**src/rtl/spill_buffer_flushable.sv**
```systemverilog
// spill_buffer_flushable
//   Multi-entry spill buffer for valid/ready streams. Both ready_o and valid_o
//   come from registered state, so the upstream and downstream handshakes are
//   fully decoupled. The only combinational input in the buffered mode is
//   flush_i, which gates both handshakes. With Bypass=1 the block is plain
//   wires.
//
// Ports
//   clk_i    : clock, rising edge
//   rst_i    : asynchronous reset, active high
//   clr_i    : synchronous clear (empties at next edge, does not gate handshakes)
//   flush_i  : gates both handshakes this cycle, empties at next edge
//   valid_i  / ready_o / data_i  : upstream handshake and payload
//   valid_o  / ready_i / data_o  : downstream handshake and head payload
//   usage_o  : number of stored entries (0..Depth), registered
module spill_buffer_flushable #(
  parameter type         T          = logic,
  parameter int unsigned Depth      = 2,
  parameter bit          Bypass     = 1'b0,
  parameter int unsigned UsageWidth = $clog2(Depth + 1)
) (
  input  logic                  clk_i,
  input  logic                  rst_i,
  input  logic                  clr_i,
  input  logic                  flush_i,
  input  logic                  valid_i,
  output logic                  ready_o,
  input  T                      data_i,
  output logic                  valid_o,
  input  logic                  ready_i,
  output T                      data_o,
  output logic [UsageWidth-1:0] usage_o
);

  if (Bypass) begin : g_bypass
    // Transparent: clocking, clear and flush have no meaning here.
    logic unused_ctrl;
    assign unused_ctrl = ^{clk_i, rst_i, clr_i, flush_i};

    assign valid_o = valid_i;
    assign ready_o = ready_i;
    assign data_o  = data_i;
    assign usage_o = '0;
  end else begin : g_buf
    // Depth=1 still gets a 1-bit pointer; the wrap logic then keeps it at 0.
    localparam int unsigned           PtrW    = (Depth > 1) ? $clog2(Depth) : 1;
    localparam logic [PtrW-1:0]       LastPtr = PtrW'(Depth - 1);
    localparam logic [UsageWidth-1:0] FullCnt = UsageWidth'(Depth);

    T                      mem [Depth];
    logic [PtrW-1:0]       rd_ptr, wr_ptr;
    logic [UsageWidth-1:0] count;
    logic                  push, pop, drop;

    function automatic logic [PtrW-1:0] ptr_inc(input logic [PtrW-1:0] p);
      return (p == LastPtr) ? '0 : p + 1'b1;
    endfunction

    assign ready_o = (count != FullCnt) && !flush_i;
    assign valid_o = (count != '0) && !flush_i;
    assign data_o  = mem[rd_ptr];
    assign usage_o = count;

    assign push = valid_i && ready_o;
    assign pop  = valid_o && ready_i;
    // Clear/flush win over any handshake seen in the same cycle; note clr_i
    // does not drop ready_o/valid_o, so such a transfer is simply lost.
    assign drop = flush_i || clr_i;

    always_ff @(posedge clk_i or posedge rst_i) begin
      if (rst_i) begin
        rd_ptr <= '0;
        wr_ptr <= '0;
        count  <= '0;
      end else if (drop) begin
        rd_ptr <= '0;
        wr_ptr <= '0;
        count  <= '0;
      end else begin
        if (push) wr_ptr <= ptr_inc(wr_ptr);
        if (pop)  rd_ptr <= ptr_inc(rd_ptr);
        case ({push, pop})
          2'b10:   count <= count + 1'b1;
          2'b01:   count <= count - 1'b1;
          default: count <= count;
        endcase
      end
    end

    // Storage is only reset, never cleared by clr/flush; stale entries are
    // unreachable because count returns to zero.
    always_ff @(posedge clk_i or posedge rst_i) begin
      if (rst_i) begin
        for (int i = 0; i < Depth; i++) mem[i] <= '0;
      end else if (push && !drop) begin
        mem[wr_ptr] <= data_i;
      end
    end
  end

endmodule

```
**config.mk**
```make
export PLATFORM = sky130hd
export DESIGN_NAME = spill_buffer_flushable
export DESIGN_NICKNAME = d
export VERILOG_FILES = /design/src/rtl/spill_buffer_flushable.sv
export SDC_FILE = /design/constraint.sdc
export NUM_CORES = 1
export LEC_CHECK = 0
export BUFFER_PORTS_ARGS = -buffer_cell sky130_fd_sc_hd__buf_4
export CELL_PAD_IN_SITES_DETAIL_PLACEMENT = 1
export CELL_PAD_IN_SITES_GLOBAL_PLACEMENT = 2
export CORE_MARGIN = 8
export CORE_UTILIZATION = 25
export DETAILED_ROUTE_END_ITERATION = 7
export PLACE_DENSITY_LB_ADDON = 0.1
export REMOVE_ABC_BUFFERS = 1
export SLEW_MARGIN = 30
export SYNTH_ARGS = -nofsm -noshare
export SYNTH_HDL_FRONTEND = slang
export SYNTH_SLANG_ARGS = --single-unit
```
**constraint.sdc**
```tcl
create_clock -name clk_i -period 1.8 [get_ports clk_i]
set_input_delay 0.18 -clock clk_i [delete_from_list [all_inputs] [get_ports clk_i]]
set_output_delay 0.18 -clock clk_i [all_outputs]
set_load 0.1 [all_outputs]
```
After elaboration in Yosys (flattened, before gate mapping)
Index checks and enable logic that the tools add are counted.
Widths: inputs -> output; s select.

word-level totals
  register bits = 6
  bits of input ports = 7
  output and inout bits = 5
  logic and storage cells = 44

cells by class
  add/subtract/negate cells = 4
  $lt $le $gt $ge = 3
  eq/ne operators = 3
  multiplexer cells = 14
  bitwise gates (word level) = 2
  reductions and logical operators = 13

operators with widths
  kind                 number
  $mux 1               10
  $logic_and 1x1->1    6
  $reduce_bool 2->1    3
  $ge 2x2->1 const B   2
  $not 1->2            2
  $pmux 2 s2           1
  $reduce_bool 3->1    1
  $add 1x1->1 const B  2
  $add 2x1->2 const B  1
  $bwmux 2             1
  $eq 2x1->1 const B   1
  $eq 2x2->1 const B   1
  $logic_not 1->1      2
  $lt 2x1->1 const B   1
  $mux 2               1
  $ne 2x2->1 const B   1
  $sub 2x1->2 const B  1
  $demux 1 s1          1
  $logic_or 1x1->1     1

Longest topological paths before layout
  word-level depth = 6
  mapped depth = 3
  mapped depth without buffers = 3

Worst setup path after synthesis
Ideal clock, no wire load.

  kind = reg2out
  start point = register g_buf.count[0] (netlist: usage_o[0])
  end point = output ready_o
  arrival = 2.472 ns
  required time = 1.620 ns
  slack = -0.852 ns
  stages on the path, launching flop included = 3
  buffers on the path = 0
  cell sequence = dfrtp_1 -> nor2b_1 -> nor2_1

on the way
  longest elaborated chain between the ends = 2

ends and longest elaborated chain
  what                    line  source
  start, declared         52    logic [UsageWidth-1:0] count;
  start signal, assigned  83    2'b10: count <= count + 1'b1;
  start signal, assigned  84    2'b01: count <= count - 1'b1;
  start signal, assigned  85    default: count <= count;
  $ne 2x2->1              59    assign ready_o = (count != FullCnt) && !flush_i;
  $logic_and 1x1->1       59
  end, declared           27    output logic ready_o,

No other way between the ends.

Worst setup path after layout
  start point = register g_buf.count[1] (netlist: usage_o[1])
  end point = output ready_o

The elaborated chain is that of the path after synthesis.

==> results.json <==
{
  "p_leak_nw": 0.238,
  "dieHeight_um": 52.8,
  "rsz0062_at_grt": "false",
  "cts_tree": "done",
  "grt_pass1_wl_mm": 1.48,
  "clockBufferDepth": 2,
  "dpl.cell_count": 61,
  "core_area_mm2": 0.00128,
  "slew_headroom": 0.812,
  "tns_ns": 0,
  "gp_congestion": 0.769,
  "ys_ff_latch": 6,
  "end_kind": "output pin",
  "antenna_found_initial": 0,
  "area_growth_pct": 41.7,
  "grt_usage": 0.0726,
  "yosysWarnings": 0,
  "skew_ns": 0.00652,
  "overflow": 0,
  "grt_pass1_vias": 319,
  "arrival_ns": 1.36,
  "worst_hold_startpoint": "data_i",
  "finalMaxSlewViolations": 0,
  "final_cells": 65,
  "setup_viol": 0,
  "cts-htree-levels": 1,
  "finalWirelength_um": 870,
  "start_util": 0.264,
  "nets": 59,
  "fmax_mhz": 650,
  "fin_crit_ns": 1.54,
  "crit_required_ns": 1.62,
  "outcome": "finished, final reports clean",
  "crit_fanout": 6,
  "cap_violations": 0,
  "critPathKind": "register to output pin",
  "synth_cell_types": 21,
  "hold_class": "input pin to register",
  "insertion_delay_ns": 0.24,
  "synth_top_area_cell": "dfrtp_1",
  "drive_gt1_frac": 0.360,
  "netlist_top_cells_area": "dfrtp_1 44%, mux2_1 6.6%, a21oi_1 5.9%",
  "ant_nets": 0,
  "drc": 0,
  "cts.reportedPaths.clkPinSlew_ns": 0.04,
  "ys_seq_area_frac": 0.443,
  "finalHoldViolCount": 0,
  "cts_made_buffers": 3,
  "cts_root_buffer": "clkbuf_4",
  "num_antenna_cells": 0,
  "grt_start_max_net_pins": 8,
  "vias_per_cell": 4.77,
  "synthCells": 34,
  "syn_area_per_cell_um2": 9.97,
  "cts_resized": 0,
  "die_w_um": 52.8,
  "period_share": 0.855,
  "rr_startpoint": "usage_o[1]",
  "ios": 12,
  "num_rows": 13,
  "routedWlPerCell_um": 13.4,
  "critPathLaunch": "usage_o[1]",
  "clock_sinks": 6,
  "ir_worst_vdd_mv": 0.381,
  "nFillCells": 149,
  "portBuffers": 11,
  "first_iter_violations": 4,
  "yosys.area.top_type_share": 0.443,
  "vias": 310,
  "max_slew.worst_pin.slew_ns": 0.284,
  "p_per_area_mw_per_mm2": 826,
  "synth_area_um2": 339,
  "critPathLaunchType": "register",
  "dpl.hpwl_um": 731,
  "die-area_mm2": 0.00279,
  "drt_first_pass_iters": 2
}
## power by group
| group | leakage (nW) | switching, mW | internal, mW |
|---|---|---|---|
| sequential | 0.0794 | 0.00766 | 0.147 |
| combinational | 0.144 | 0.0871 | 0.0384 |
| clock | 0.0138 | 0.0414 | 0.0749 |
## cell families (layout without fill, tap and decap cells)
| logic type | Yosys count | count (layout) | share of synthesized area |
|---|---|---|---|
| simple gates | 13 | 13 | 0.233 |
| mux | 4 | 4 | 0.129 |
| flops | 6 | 6 | 0.443 |
| compound gates | 9 | 9 | 0.173 |
| buf+inv | 2 | 18 | 0.0221 |
## final cells by class
| cell class | instances | area (um^2) | share of cell area |
|---|---|---|---|
| multi-input combinational | 26 | 181 | 0.378 |
| sequential | 6 | 150 | 0.312 |
| timing repair buffer | 13 | 100 | 0.208 |
| clock buffer | 3 | 22.5 | 0.0469 |
| tap | 15 | 18.8 | 0.0391 |
| inverter | 2 | 7.51 | 0.0156 |
## stage by stage
| stage | power, mW | hold WS (ns) | util | setup WS, ns | cell area [um^2] |
|---|---|---|---|---|---|
| after global placement | 0.281 | 0.106 | 0.349 | 0.329 | 448 |
| after global routing | 0.417 | 0.173 | 0.374 | 0.177 | 480 |
| after CTS | 0.405 | 0.161 | 0.374 | 0.248 | 480 |
| final | 0.397 | 0.166 | 0.374 | 0.261 | 480 |
| after detailed placement | 0.282 | 0.110 | 0.349 | 0.319 | 448 |
| after floorplan | 0.247 | -0.0290 | - | -0.852 | 339 |
## final timing paths
path,to,slack (ns),cells past startpoint
min,g_buf.mem[1],0.17,2
min reg2reg,g_buf.mem[1],0.49,1
max in group asynchronous,usage_o[0],1.20,3
max reg2reg,g_buf.mem[1],0.36,3
min in group asynchronous,g_buf.mem[0],0.42,3
max,ready_o,0.26,4
## registers in the layout (all words and copies together), names as in the netlist
signal / cells
g_buf.mem: 2
g_buf.rd_ptr: 1
g_buf.wr_ptr: 1
usage_o: 2
## routing by layer
layer | GRT usage | part of all wire | wire, um
met2 | 0.0938 | 0.45 | 390
met1 | 0.0903 | 0.45 | 395
met5 | 0 | 0 | 0
met3 | 0.0341 | 0.084 | 73
met4 | 0.0517 | 0.011 | 10
## worst max-delay path, stage by stage, from the launching register on
cell	delay, ns
dfrtp_1	0.42
nor2b_1	0.18
buf_4	0.15
nor2_1	0.08
buf_4	0.29
## Yosys cell counts, drive strengths merged
master	count
or2	1
nor2	2
or4	1
or3	2
mux2i	1
o31ai	1
o21ai	1
a21oi	4
nor3b	1
mux2	3
o2111ai	1
and2	1
o21bai	1
inv	2
dfrtp	6
o21ba	1
nor2b	2
nand2	2
nand4b	1
## cell usage in the layout (no fill, tap or decap)
| cell type | synthesis | final |
|---|---|---|
| a21oi_1 | 4 | 4 |
| inv_2 | 1 | 1 |
| nor3b_1 | 1 | 1 |
| mux2i_1 | 1 | 1 |
| or2_4 | 1 | 1 |
| inv_1 | 1 | 1 |
| clkbuf_4 | 0 | 3 |
| mux2_1 | 2 | 2 |
| nor2b_1 | 2 | 2 |
| or4_1 | 1 | 1 |
| o21ba_1 | 1 | 1 |
| and2_1 | 1 | 1 |
| dfrtp_1 | 6 | 6 |
| nand4b_1 | 1 | 1 |
| or3_1 | 2 | 2 |
| nor2_1 | 2 | 2 |
| o2111ai_1 | 1 | 1 |
| dlygate4sd3_1 | 0 | 1 |
| buf_4 | 0 | 12 |
| nand2_1 | 2 | 2 |
| mux2_2 | 1 | 1 |
| o21bai_1 | 1 | 1 |
| o21ai_0 | 1 | 1 |
| o31ai_1 | 1 | 1 |
## repair_timing
item | 4_1_cts | 5_1_grt
hold buffers | 1 | 0
endpoints found under the hold margin | 6 | 0
setup endpoints to repair | 0 | 0
buffers inserted | 0 | 0
Power figures use the tool's default switching activity.
